**src/rtl/multicycle_controller_pkg.sv**
```systemverilog
// cpu_pkg: shared RV32I types for the multicycle controller
// Holds opcode, ALU, immediate and mux-select encodings plus the controller state type.
// ILLEGAL_TRAP_EN adds the TRAP state.
package cpu_pkg;
    typedef enum logic [6:0] {
        OP_LOAD   = 7'b0000011,
        OP_IMM    = 7'b0010011,
        OP_STORE  = 7'b0100011,
        OP_REG    = 7'b0110011,
        OP_LUI    = 7'b0110111,
        OP_BRANCH = 7'b1100011,
        OP_JALR   = 7'b1100111,
        OP_JAL    = 7'b1101111
    } opcode_t;
    // Low three bits equal funct3 so R/I decode can pass funct3 straight through.
    typedef enum logic [3:0] {
        ALU_ADD    = 4'd0,
        ALU_SLL    = 4'd1,
        ALU_SLT    = 4'd2,
        ALU_SLTU   = 4'd3,
        ALU_XOR    = 4'd4,
        ALU_SRL    = 4'd5,
        ALU_OR     = 4'd6,
        ALU_AND    = 4'd7,
        ALU_SUB    = 4'd8,
        ALU_SRA    = 4'd13,
        ALU_PASS_B = 4'd15
    } alu_op_t;
    typedef enum logic [2:0] {SE_I, SE_S, SE_B, SE_U, SE_J} sign_extend_t;
    typedef enum logic [2:0] {
        PC_PLUS_4, PC_JAL_ADDR, PC_ALU_RESULT, PC_BEQ_OR_BNE_ADDR
    } pc_in_mux_sel_t;
    typedef enum logic [1:0] {
        RD_ALU_RESULT, RD_MEMORY_DATA, RD_PC_PLUS_4
    } register_data_in_mux_sel_t;
    typedef enum logic [2:0] {
        S_FETCH, S_DECODE, S_EXECUTE, S_MEM_READ, S_MEM_WRITE, S_WRITEBACK, S_ERROR
`ifdef ILLEGAL_TRAP_EN
        , S_TRAP
`endif
    } mc_state_t;
endpackage

```
**src/rtl/multicycle_controller_alu_decode.sv**
```systemverilog
// alu_decode: combinational IR field decode for the ALU
// Ports: opcode/funct3/funct7 in; alu_op, use_imm (ALU b = imm), sign_extend_type out.
module alu_decode
    import cpu_pkg::*;
(
    input  logic [6:0]   opcode,
    input  logic [2:0]   funct3,
    input  logic [6:0]   funct7,
    output alu_op_t      alu_op,
    output logic         use_imm,
    output sign_extend_t sign_extend_type
);
    logic unused_funct7;
    assign unused_funct7 = ^{funct7[6], funct7[4:0]};
    always_comb begin
        alu_op           = ALU_ADD;
        use_imm          = 1'b0;
        sign_extend_type = SE_I;
        case (opcode_t'(opcode))
            // funct7[5] selects SUB/SRA; ADDI never becomes SUB.
            OP_REG:    alu_op = alu_op_t'({funct7[5] & (funct3 == 3'b000 || funct3 == 3'b101), funct3});
            OP_IMM: begin
                alu_op  = alu_op_t'({funct7[5] & (funct3 == 3'b101), funct3});
                use_imm = 1'b1;
            end
            OP_LOAD:   use_imm = 1'b1;
            OP_STORE: begin
                use_imm          = 1'b1;
                sign_extend_type = SE_S;
            end
            OP_BRANCH: begin
                alu_op           = ALU_SUB;
                sign_extend_type = SE_B;
            end
            OP_JAL:    sign_extend_type = SE_J;
            OP_JALR:   use_imm = 1'b1;
            OP_LUI: begin
                alu_op           = ALU_PASS_B;
                use_imm          = 1'b1;
                sign_extend_type = SE_U;
            end
            default: ;
        endcase
    end
endmodule

```
**src/rtl/multicycle_controller.sv**
```systemverilog
// multicycle_controller: control FSM sequencing an RV32I datapath over a shared memory
// Inputs: clk, reset (async, active-low), opcode/funct3/funct7 from IR, alu_eq, mem_ready.
// Outputs: mem_req/mem_we/mem_addr_sel handshake, ir_write, pc_write, pc_in_mux_sel,
//   reg_write, register_data_in_mux_sel, alu_op/use_imm/sign_extend_type,
//   instret (retired count), bus_error (sticky memory timeout).
// ILLEGAL_TRAP_EN: unsupported opcodes enter a sticky TRAP and raise illegal_trap.
module multicycle_controller
    import cpu_pkg::*;
#(
    parameter int CNT_W    = 32,
    parameter int MAX_WAIT = 16
) (
    input  logic                      clk,
    input  logic                      reset,
    input  logic [6:0]                opcode,
    input  logic [2:0]                funct3,
    input  logic [6:0]                funct7,
    input  logic                      alu_eq,
    input  logic                      mem_ready,
    output logic                      mem_req,
    output logic                      mem_we,
    output logic                      mem_addr_sel,
    output logic                      ir_write,
    output logic                      pc_write,
    output pc_in_mux_sel_t            pc_in_mux_sel,
    output logic                      reg_write,
    output register_data_in_mux_sel_t register_data_in_mux_sel,
    output alu_op_t                   alu_op,
    output logic                      use_imm,
    output sign_extend_t              sign_extend_type,
    output logic [CNT_W-1:0]          instret,
    output logic                      bus_error
`ifdef ILLEGAL_TRAP_EN
    ,
    output logic                      illegal_trap
`endif
);
    localparam int WAIT_W = $clog2(MAX_WAIT + 1);
    mc_state_t         state, next_state;
    logic [WAIT_W-1:0] wait_cnt;
    alu_op_t           dec_alu_op;
    logic              dec_use_imm;
    sign_extend_t      dec_sext;
    logic              timeout, taken;

    alu_decode u_alu_decode (
        .opcode           (opcode),
        .funct3           (funct3),
        .funct7           (funct7),
        .alu_op           (dec_alu_op),
        .use_imm          (dec_use_imm),
        .sign_extend_type (dec_sext)
    );

    // Only consulted in states that hold mem_req high.
    assign timeout = !mem_ready && wait_cnt == WAIT_W'(MAX_WAIT - 1);
    assign taken   = (funct3 == 3'b000 && alu_eq) || (funct3 == 3'b001 && !alu_eq);

    // Gating by reset keeps every output at 0 while reset is held low.
    assign alu_op           = reset ? dec_alu_op : ALU_ADD;
    assign use_imm          = reset & dec_use_imm;
    assign sign_extend_type = reset ? dec_sext : SE_I;
    assign bus_error        = state == S_ERROR;
`ifdef ILLEGAL_TRAP_EN
    assign illegal_trap     = state == S_TRAP;
`endif

    always_ff @(posedge clk or negedge reset) begin
        if (!reset) begin
            state    <= S_FETCH;
            wait_cnt <= '0;
            instret  <= '0;
        end else begin
            state    <= next_state;
            wait_cnt <= mem_ready ? '0 : mem_req ? wait_cnt + 1'b1 : wait_cnt;
            instret  <= instret + CNT_W'(pc_write);
        end
    end

    always_comb begin
        next_state               = state;
        mem_req                  = 1'b0;
        mem_we                   = 1'b0;
        mem_addr_sel             = 1'b0;
        ir_write                 = 1'b0;
        pc_write                 = 1'b0;
        pc_in_mux_sel            = PC_PLUS_4;
        reg_write                = 1'b0;
        register_data_in_mux_sel = RD_ALU_RESULT;
        if (reset) begin
            case (state)
                S_FETCH: begin
                    mem_req    = 1'b1;
                    ir_write   = mem_ready;
                    next_state = mem_ready ? S_DECODE : timeout ? S_ERROR : S_FETCH;
                end
                S_DECODE: next_state = S_EXECUTE;
                S_EXECUTE: begin
                    case (opcode_t'(opcode))
                        OP_REG, OP_IMM, OP_LUI: next_state = S_WRITEBACK;
                        OP_LOAD:                next_state = S_MEM_READ;
                        OP_STORE:               next_state = S_MEM_WRITE;
                        OP_BRANCH: begin
                            pc_write      = 1'b1;
                            pc_in_mux_sel = taken ? PC_BEQ_OR_BNE_ADDR : PC_PLUS_4;
                            next_state    = S_FETCH;
                        end
                        OP_JAL, OP_JALR: begin
                            reg_write                = 1'b1;
                            register_data_in_mux_sel = RD_PC_PLUS_4;
                            pc_write                 = 1'b1;
                            pc_in_mux_sel            = opcode == OP_JAL ? PC_JAL_ADDR : PC_ALU_RESULT;
                            next_state               = S_FETCH;
                        end
                        default: begin
`ifdef ILLEGAL_TRAP_EN
                            next_state = S_TRAP;
`else
                            pc_write   = 1'b1;
                            next_state = S_FETCH;
`endif
                        end
                    endcase
                end
                S_MEM_READ: begin
                    mem_req                  = 1'b1;
                    mem_addr_sel             = 1'b1;
                    register_data_in_mux_sel = RD_MEMORY_DATA;
                    next_state               = mem_ready ? S_WRITEBACK : timeout ? S_ERROR : S_MEM_READ;
                end
                S_MEM_WRITE: begin
                    mem_req      = 1'b1;
                    mem_we       = 1'b1;
                    mem_addr_sel = 1'b1;
                    pc_write     = mem_ready;
                    next_state   = mem_ready ? S_FETCH : timeout ? S_ERROR : S_MEM_WRITE;
                end
                S_WRITEBACK: begin
                    reg_write                = 1'b1;
                    pc_write                 = 1'b1;
                    register_data_in_mux_sel = opcode == OP_LOAD ? RD_MEMORY_DATA : RD_ALU_RESULT;
                    next_state               = S_FETCH;
                end
                default: ;
            endcase
        end
    end
endmodule

```
**config.mk**
```make
export PLATFORM = sky130hd
export DESIGN_NAME = multicycle_controller
export DESIGN_NICKNAME = d
export VERILOG_FILES = /design/src/rtl/multicycle_controller_pkg.sv /design/src/rtl/multicycle_controller_alu_decode.sv /design/src/rtl/multicycle_controller.sv
export SDC_FILE = /design/constraint.sdc
export NUM_CORES = 1
export LEC_CHECK = 0
export BUFFER_PORTS_ARGS = -buffer_cell sky130_fd_sc_hd__buf_2
export CAP_MARGIN = 20
export CELL_PAD_IN_SITES_DETAIL_PLACEMENT = 2
export CELL_PAD_IN_SITES_GLOBAL_PLACEMENT = 2
export CORE_MARGIN = 5
export CORE_UTILIZATION = 32
export CTS_CLUSTER_SIZE = 24
export DETAILED_ROUTE_END_ITERATION = 7
export PLACE_DENSITY_LB_ADDON = 0.1
export SYNTH_ARGS = -nofsm -noshare
export SYNTH_HDL_FRONTEND = slang
export SYNTH_SLANG_ARGS = --single-unit
```
**constraint.sdc**
```tcl
create_clock -name clk -period 8.5 [get_ports clk]
set_input_delay 0.425 -clock clk [delete_from_list [all_inputs] [get_ports clk]]
set_output_delay 0.425 -clock clk [all_outputs]
set_load 0.1 [all_outputs]
```
==> results.yml, run 1 <==
die:
  fp.coreArea_um2: 6870
  die_x_um: 94.6
  initial_utilization_pct: 33.4
  die_h_um: 94.6
  rows: 30
  io_pins: 73
  die_area_um2: 8950
finish:
  layout-drive-gt1-share_pct: 25.1
  postLayoutCoreUtil_pct: 41.0
  area_growth_pct: 22.9
  nNetsFinal: 335
  antenna_cells: 0
grt:
  grt_overflow_total: 0
  grt_pass1_wl_mm: 11.3
  grt_max_degree: 62
  grt_pass1_vias: 2338
  grt_usage_pct: 15.7
  antenna_found_initial: 0
worst_setup_path:
  path_buf_inv: 1
  r2r_start: "state[1]$_DFFE_PN0P_"
  cp-end-kind: "flop"
  cp-startpoint: "state[1]$_DFFE_PN0P_"
  r2r_setup_slack_ns: 4.75
  crit_slowest_cell: "nor4_1"
  critPathArrivalTime_ns: 3.94
  r2r_end: "instret[18]$_DFF_PN0_"
  timing.reg2reg.worst_path_depth: 10
  critPathMaxStageDelay_ns: 0.90
  cp-endpoint: "instret[18]$_DFF_PN0_"
  cp_cell_sequence: "nor3b_1 > inv_1 > o22ai_1 > and2_1 > ha_1 > ha_1 > nand3_1 > nor4_1 > nand4_1 > xnor2_1"
  path_delay_family: "simple AND/OR/NAND/NOR gates"
  critical_path_required_ns: 8.69
  worst-path-stages: 10
  critPathMostFrequentCell: "ha_1"
  cp_max_fo: 15
  critPathLaunchType: "flop"
  critPathKind: "flop to flop"
routing:
  vias: 2102
  dr.first_iter.drc_count: 35
  antenna_left: 0
  wirelength_mm: 6.55
  viasPerCell: 5.16
  drc_errors: 0
  routedWlPerCell_um: 16.1
  firstDrtPassIters: 4
clock_network:
  cts_max_path_buffers: 2
  htreeDepth: 2
  ctsHoldBuffers: 0
  cts_setup_buffers: 0
  cts.sinks: 40
  post_cts_resized: 0
  cts_buffers: 5
  cts_tree: "built"
  clock_latency_ns: 0.30
  cts-root-buf: "clkbuf_8"
  clk_pin_slew_worst_paths_ns: 0.08
power_and_ir_drop:
  ir_drop_mv: 0.223
  power_mw: 0.666
  power_leakage_nw: 1.38
  powerDensity_nw_per_um2: 237
placed_design:
  io_buffers: 65
  gp_congestion: 0.719
  place_ws_ns: 4.75
  hpwl_mm: 4.90
synth:
  synth_area_um2: 2290
  synth-xor-area-share_pct: 13.8
  ys_types: 40
  ys_ff_latch: 40
  synth_fa_ha_area_share_pct: 2.18
  avgSynthCellArea_um2: 9.31
  synth_warnings: 0
  syn_inst: 246
  muxShareOfSynthArea_pct: 0.437
  synth_compound_area_share_pct: 9.39
  synth_top_family_by_area: "simple AND/OR/NAND/NOR gates"
  synth-seq-area-share_pct: 43.7
  synth_simple_gate_area_share_pct: 27.6
  synth.net_count: 271
flow_run:
  max_cap_viol_count: 0
sta:
  fin_skew_ns: 0.0135
  fin_ws_ns: 4.75
  setup_viol: 0
  rsz0062_at_grt: "false"
  period_share_pct: 44.1
  slew_headroom_pct: 33.1
  tns_ns: 0
  worstMarginPinSlew_ns: 0.995
  fmaxAchievable_ghz: 0.267
  fin_crit_ns: 3.75
  worst_hold_slack_ns: 0.253
  finalMaxSlewViolations: 0
  hold_viol: 0
min_path:
  hold_class: "input pin to asynchronous set/reset pin"
status:
  status: "finished, final reports clean"
worst register-to-register path: stages (launching register included):
cell	delay, ns
dfrtp_1	0.61
nor3b_1	0.66
inv_1	0.10
o22ai_1	0.18
and2_1	0.17
ha_1	0.22
ha_1	0.22
nand3_1	0.20
nor4_1	0.90
nand4_1	0.21
xnor2_1	0.17
how the worst min path moves through the flow:
stage / from / end / slack (ns) / cells after the start
2_1_floorplan: reset / instret[0]$_DFF_PN0_ / 0.13 / 0
3_3_place_gp: instret[28]$_DFF_PN0_ / instret[28]$_DFF_PN0_ / 0.47 / 1
3_5_place_dp: instret[31]$_DFF_PN0_ / instret[31]$_DFF_PN0_ / 0.47 / 1
4_1_cts: reset / instret[29]$_DFF_PN0_ / 0.27 / 2
5_1_grt: reset / wait_cnt[0]$_DFFE_PN0P_ / 0.32 / 2
6_report: reset / wait_cnt[0]$_DFFE_PN0P_ / 0.25 / 2
cell usage after synthesis, drive strengths merged:
| cell type | count | area share [%] |
|---|---|---|
| and4 | 3 | 1.1 |
| o211ai | 5 | 1.6 |
| nand4bb | 1 | 0.49 |
| nand2b | 2 | 0.55 |
| xnor2 | 22 | 8.4 |
| xor2 | 14 | 5.4 |
| nand2 | 16 | 2.6 |
| nor3b | 3 | 0.98 |
| mux2i | 1 | 0.44 |
| dfrtp | 40 | 44 |
| o22ai | 3 | 0.82 |
| a211oi | 1 | 0.33 |
| a22oi | 2 | 0.66 |
| or4b | 1 | 0.44 |
| o21ba | 1 | 0.44 |
| and2 | 3 | 0.82 |
| a32oi | 1 | 0.38 |
| nor4 | 9 | 2.5 |
| or4 | 2 | 0.82 |
| nor2b | 5 | 1.4 |
| nor3 | 7 | 1.5 |
| buf | 2 | 0.49 |
| nor2 | 22 | 3.6 |
| conb | 1 | 0.16 |
| o21bai | 1 | 0.33 |
| a31oi | 2 | 0.55 |
| o21a | 3 | 0.98 |
| nand3 | 19 | 4.2 |
| and3b | 1 | 0.38 |
| ha | 4 | 2.2 |
| a21oi | 11 | 2.4 |
| and3 | 9 | 2.5 |
| o21ai | 4 | 0.87 |
| nand3b | 2 | 0.66 |
| nand4 | 9 | 3.1 |
| clkbuf | 8 | 1.3 |
| inv | 6 | 0.98 |
registers in the layout, indices dropped and copies added, names as in the netlist:
name / cells
wait_cnt: 5
instret: 32
state: 3
cells by family after synthesis:
kind of cell             Yosys count
AND/OR/NAND/NOR                  114
flip-flops                        40
XOR/XNOR                          36
AO/OA/AOI/OAI                     34
buffers and inverters             16
adder cells (fa/ha/maj)            4
other                              1
multiplexers                       1
layout make-up:
class,count,area [µm²]
fillers,809,4050
multi-input cells,190,1230
flip-flops and latches,40,1000
repair buffers,67,338
clock buffers,6,72.6
inverters,6,22.5
well taps,96,120
clock inverters,2,35.0
report_power, final:
group	internal, mW	switching [mW]	total (mW)
combinational	0.0555	0.207	0.263
sequential	0.211	0.0373	0.248
clock	0.0872	0.0682	0.155
total	0.354	0.313	0.666
metal layers:
layer / global-route usage [%] / up-vias / share of wire, %
met3: 3.11 / 6 / 3.8
li1: - / 1005 / -
met5: 0 / - / 0
met2: 26.0 / 42 / 48
met1: 20.6 / 1049 / 47
met4: 4.69 / 0 / 1.1
placed cells by master, fill, tap and decap left out, types with 4 or more instances in the layout:
cell      count
o211ai_1      5
ha_1          4
nand4_1       8
xor2_1       14
nor3_1        7
o21ai_0       4
nor4_1        9
nand3_1      19
nand2_1      16
dfrtp_1      40
a21oi_1      11
buf_2        66
xnor2_1      22
and3_1        9
clkbuf_8      5
inv_1         6
nor2b_1       5
nor2_1       22
per-stage QoR:
step           instances  cell area [µm²]
4_1_cts              407             2820
6_report             407             2820
2_1_floorplan        246             2290
3_5_place_dp         399             2710
3_3_place_gp         398             2700
5_1_grt              407             2820
Power figures use the tool's default switching activity.
==> run 2, diff against run 1 <==
CORE_UTILIZATION = 27   (was 32)
clock period = 3.4 ns   (was 8.5 ns; I/O delays follow)
==> run 2 against run 1 <==
First-iteration DRC count is 2.9% lower. Flip-flop and latch count stayed put. Critical endpoint is now instret[28]$_DFF_PN0_. Largest power group unchanged. Routed wire length up 2.9%. Register-to-register slack worse by 4.3 ns. Non-clock buffer count up 7. Design area grew 3.6%. Maximum frequency rose by 27%. Highest routed layer unchanged. Total power rose to 2.6 times the previous value. Sequential share of layout area is 1.2 points lower. Via count decreased by 0.86%. Global-route usage down 2.3 points. Die area increased by 16%.
==> results.yml, run 2 (synthesized netlist as in run 1, its figures left out) <==
routing:
  vias: 2084
  wirelength_mm: 6.75
  firstDrtPassIters: 4
  viasPerCell: 4.93
  routedWlPerCell_um: 16.0
  drc_errors: 0
  dr.first_iter.drc_count: 34
  antenna_left: 0
die:
  initial_utilization_pct: 27.7
  die_area_um2: 10400
  io_pins: 73
  die_x_um: 102
  fp.coreArea_um2: 8260
  rows: 33
  die_h_um: 102
placed_design:
  dpl_cell_area_um2: 2780
  hpwl_mm: 5.16
  io_buffers: 65
  gp_congestion: 0.761
grt:
  antenna_found_initial: 0
  grt_pass1_vias: 2242
  grt_usage_pct: 13.3
  grt_pass1_wl_mm: 11.2
  grt_overflow_total: 0
  grt_max_degree: 35
sta:
  period_share_pct: 87.0
  setup_viol: 0
  fin_crit_ns: 2.96
  fmaxAchievable_ghz: 0.338
  rsz0062_at_grt: "false"
  finalMaxSlewViolations: 0
  tns_ns: 0
  fin_skew_ns: 0.00710
  hold_viol: 0
  worstMarginPinSlew_ns: 0.530
  slew_headroom_pct: 64.4
clock_network:
  cts_setup_buffers: 0
  cts-root-buf: "clkbuf_8"
  cts_max_path_buffers: 2
  cts.sinks: 40
  clock_latency_ns: 0.29
  ctsHoldBuffers: 1
  cts_tree: "built"
  clk_pin_slew_worst_paths_ns: 0.08
  cts_buffers: 5
  htreeDepth: 2
  post_cts_resized: 0
worst_setup_path:
  critPathLaunchType: "flop"
  path_delay_family: "simple AND/OR/NAND/NOR gates"
  critPathMostFrequentCell: "ha_1"
  path_buf_inv: 1
  cp_max_fo: 5
  crit_slowest_cell: "or4_1"
  cp-end-kind: "flop"
  critPathArrivalTime_ns: 3.18
  cp_cell_sequence: "nor3b_1 > inv_1 > o22ai_1 > and2_2 > ha_1 > ha_1 > nand3_1 > or4_1 > nor4_1 > xor2_1"
  critical_path_required_ns: 3.62
  critPathKind: "flop to flop"
  critPathMaxStageDelay_ns: 0.63
power_and_ir_drop:
  p_sw_share_pct: 45.8
  power_leakage_nw: 1.43
  power_mw: 1.75
  p_switching_mw: 0.801
  seqPwrFrac_pct: 33.8
  internal_power_mw: 0.949
  p_clk_share_pct: 24.6
  powerDensity_nw_per_um2: 600
  ir_drop_mv: 0.682
  p_comb_share_pct: 41.6
finish:
  mostFrequentLayoutCells: "65 x buf_2, 40 x dfrtp_1, 22 x xnor2_1, 22 x nor2_1, 19 x nand3_1"
  largestRegisters: "instret (32), wait_cnt (5), state (3)"
  antenna_cells: 0
  nNetsFinal: 342
  stdcell_area_um2: 2920
  fillers: 955
  layout.cells.most_common: "buf_2"
  top_register: "instret"
  layout-drive-gt1-share_pct: 27.7
  largest_reg_flops: 32
  area_growth_pct: 27.3
flow_run:
  max_cap_viol_count: 0
min_path:
  hold_class: "input pin to flop"
status:
  status: "finished, final reports clean"
==> run 2: through the flow <==
step                      instances  hold WS, ns  util [%]  setup slack [ns]
after global placement          414        0.205      33.7             0.479
after CTS                       423        0.183      35.3             0.404
after floorplan                 246       -0.126         -            0.0803
after detailed placement        414        0.205      33.7             0.426
final                           423        0.181      35.3             0.443
after global routing            423        0.193      35.3             0.211
==> run 2: final timing paths <==
path	from	end	slack, ns	depth (start not counted)
max	state[1]$_DFFE_PN0P_	instret[28]$_DFF_PN0_	0.44	10
min	mem_ready	wait_cnt[4]$_DFFE_PN0P_	0.18	2
max reg2reg	state[1]$_DFFE_PN0P_	instret[28]$_DFF_PN0_	0.44	10
min reg2reg	instret[31]$_DFF_PN0_	instret[31]$_DFF_PN0_	0.48	1
max in group asynchronous	reset	instret[12]$_DFF_PN0_	2.21	4
min in group asynchronous	reset	wait_cnt[3]$_DFFE_PN0P_	0.43	3
==> run 2: final cells by class <==
cell class                 count  area [µm²]  share of cell area (%)
clock inverter                 1        30.0                    1.03
inverter                       6        22.5                   0.773
sequential                    40        1000                    34.3
clock buffer                   7        96.3                    3.30
timing repair buffer          74         395                    13.6
multi-input combinational    190        1240                    42.5
tap                          105         131                    4.51
==> run 2: worst reg2reg max path: stages, from the launching register on <==
cell and delay (ns):
dfrtp_1 0.40, nor3b_1 0.27, inv_1 0.07, o22ai_1 0.15, and2_2 0.19, ha_1 0.21
ha_1 0.23, nand3_1 0.18, or4_1 0.63, nor4_1 0.39, xor2_1 0.17
==> run 2: power groups by stage <==
| stage | logic (mW) | registers, mW | clock network (mW) |
|---|---|---|---|
| 2_1_floorplan | 0.374 | 0.790 | 0 |
| 3_3_place_gp | 0.723 | 0.595 | 0 |
| 3_5_place_dp | 0.731 | 0.599 | 0 |
| 4_1_cts | 0.736 | 0.590 | 0.445 |
| 5_1_grt | 0.776 | 0.601 | 0.462 |
| 6_report | 0.728 | 0.591 | 0.431 |
==> run 2: per-layer routing <==
layer | wire (µm) | global-route usage (%)
met5 | 0 | 0
met1 | 3360 | 18.7
met4 | 31 | 2.42
met2 | 3100 | 21.1
met3 | 255 | 3.28
==> run 3, diff against run 2 <==
==> constraint.sdc (replaced) <==
create_clock -name clk -period 3.4 [get_ports clk]
set_input_delay 0.34 -clock clk [delete_from_list [all_inputs] [get_ports clk]]
set_output_delay 0.34 -clock clk [all_outputs]
set_load 0.1 [all_outputs]
==> run 3 against run 2 <==
Die area unchanged. Clock power down 30%. Clock skew increased by 0.0017 ns. Critical endpoint unchanged. Largest cell class unchanged.
==> results.yml, run 3 (synthesized netlist as in run 1, its figures left out) <==
power_and_ir_drop:
  power_mw: 1.61
  seqPwrFrac_pct: 36.2
  power_leakage_nw: 1.40
  internal_power_mw: 0.828
  p_sw_share_pct: 48.7
  p_comb_share_pct: 45.0
  p_clk_share_pct: 18.8
  powerDensity_nw_per_um2: 565
  ir_drop_mv: 0.600
  p_switching_mw: 0.786
finish:
  nNetsFinal: 340
  top_register: "instret"
  largestRegisters: "instret (32), wait_cnt (5), state (3)"
  largest_reg_flops: 32
  mostFrequentLayoutCells: "65 x buf_2, 40 x dfrtp_1, 22 x xnor2_1, 22 x nor2_1, 19 x nand3_1"
  postLayoutCoreUtil_pct: 34.6
  layout.cells.most_common: "buf_2"
  layout-drive-gt1-share_pct: 27.3
  fillers: 980
  antenna_cells: 0
  instances_no_fill: 420
  stdcell_area_um2: 2850
  multi_input_comb_area_um2: 1240
  area_growth_pct: 24.6
  regArea_um2: 1000
clock_network:
  cts_setup_buffers: 0
  cts-root-buf: "clkbuf_8"
  clk_pin_slew_worst_paths_ns: 0.08
  cts_max_path_buffers: 2
  cts.sinks: 40
  cts_tree: "built"
  clock_latency_ns: 0.29
  ctsHoldBuffers: 0
  htreeDepth: 2
  cts_buffers: 5
  post_cts_resized: 0
worst_setup_path:
  critPathArrivalTime_ns: 3.25
  critical_path_required_ns: 3.61
  critPathKind: "flop to flop"
  cp_max_fo: 4
  critPathLaunchType: "flop"
  cp-end-kind: "flop"
sta:
  fin_ws_ns: 0.358
  finalMaxSlewViolations: 0
  worstMarginPinSlew_ns: 0.700
  tns_ns: 0
  setup_viol: 0
  worst_hold_slack_ns: 0.229
  fin_skew_ns: 0.00878
  hold_viol: 0
  fin_crit_ns: 3.04
  slew_headroom_pct: 53.3
  fmaxAchievable_ghz: 0.329
  period_share_pct: 89.5
  rsz0062_at_grt: "false"
grt:
  grt_pass1_vias: 2353
  grt_pass1_wl_mm: 11.7
  grt_max_degree: 61
  antenna_found_initial: 0
  grt_usage_pct: 14.0
  grt_overflow_total: 0
routing:
  routedWlPerCell_um: 16.2
  drc_errors: 0
  vias: 2088
  wirelength_mm: 6.79
  firstDrtPassIters: 4
  antenna_left: 0
  dr.first_iter.drc_count: 32
  viasPerCell: 4.97
flow_run:
  max_cap_viol_count: 0
die:
  rows: 33
  io_pins: 73
  initial_utilization_pct: 27.7
  die_x_um: 102
  die_area_um2: 10400
  die_h_um: 102
  fp.coreArea_um2: 8260
min_path:
  hold_class: "input pin to asynchronous set/reset pin"
placed_design:
  place_ws_ns: 0.316
  hpwl_mm: 5.11
  io_buffers: 65
  gp_congestion: 0.753
  dp.cells: 413
  dpl_cell_area_um2: 2780
status:
  status: "finished, final reports clean"
## run 3: cell type report
class                   instances  area share, %
multi-input cells             190           43.6
clock inverters                 1          0.175
well taps                     105           4.60
flip-flops and latches         40           35.1
clock buffers                   6           2.54
repair buffers                 72           13.2
inverters                       6          0.789
## run 3: worst max-delay path: stages, from the launching register on
cell,delay (ns)
dfrtp_1,0.38
nor3b_1,0.30
inv_1,0.07
o22ai_1,0.14
and2_2,0.17
ha_1,0.21
ha_1,0.22
nand3_1,0.18
or4_1,0.63
nor4_1,0.48
xor2_1,0.20
## run 3: power groups by stage
stage | sequential (mW) | combinational, mW | clock (mW)
6_report | 0.584 | 0.726 | 0.303
5_1_grt | 0.597 | 0.777 | 0.341
4_1_cts | 0.586 | 0.737 | 0.321
3_5_place_dp | 0.594 | 0.737 | 0
3_3_place_gp | 0.591 | 0.725 | 0
2_1_floorplan | 0.790 | 0.374 | 0
## run 3: final timing paths
kind	from	end	slack [ns]	cells after the start
min in group clk	mem_ready	wait_cnt[4]$_DFFE_PN0P_	0.36	2
worst max-delay path	state[2]$_DFFE_PN0P_	instret[28]$_DFF_PN0_	0.36	10
max in group asynchronous	reset	instret[13]$_DFF_PN0_	2.70	2
worst min register to register	instret[31]$_DFF_PN0_	instret[31]$_DFF_PN0_	0.47	1
worst max register to register	state[2]$_DFFE_PN0P_	instret[28]$_DFF_PN0_	0.36	10
worst min-delay path	reset	wait_cnt[4]$_DFFE_PN0P_	0.23	2
## run 3: per-layer routing
layer  vias to the layer above  wire [µm]  track usage, %
met1                      1033       3260            19.1
met5                         -          0               0
met3                         4        286            3.28
li1                       1007          -               -
met2                        44       3200            22.8
met4                         0         43            2.72
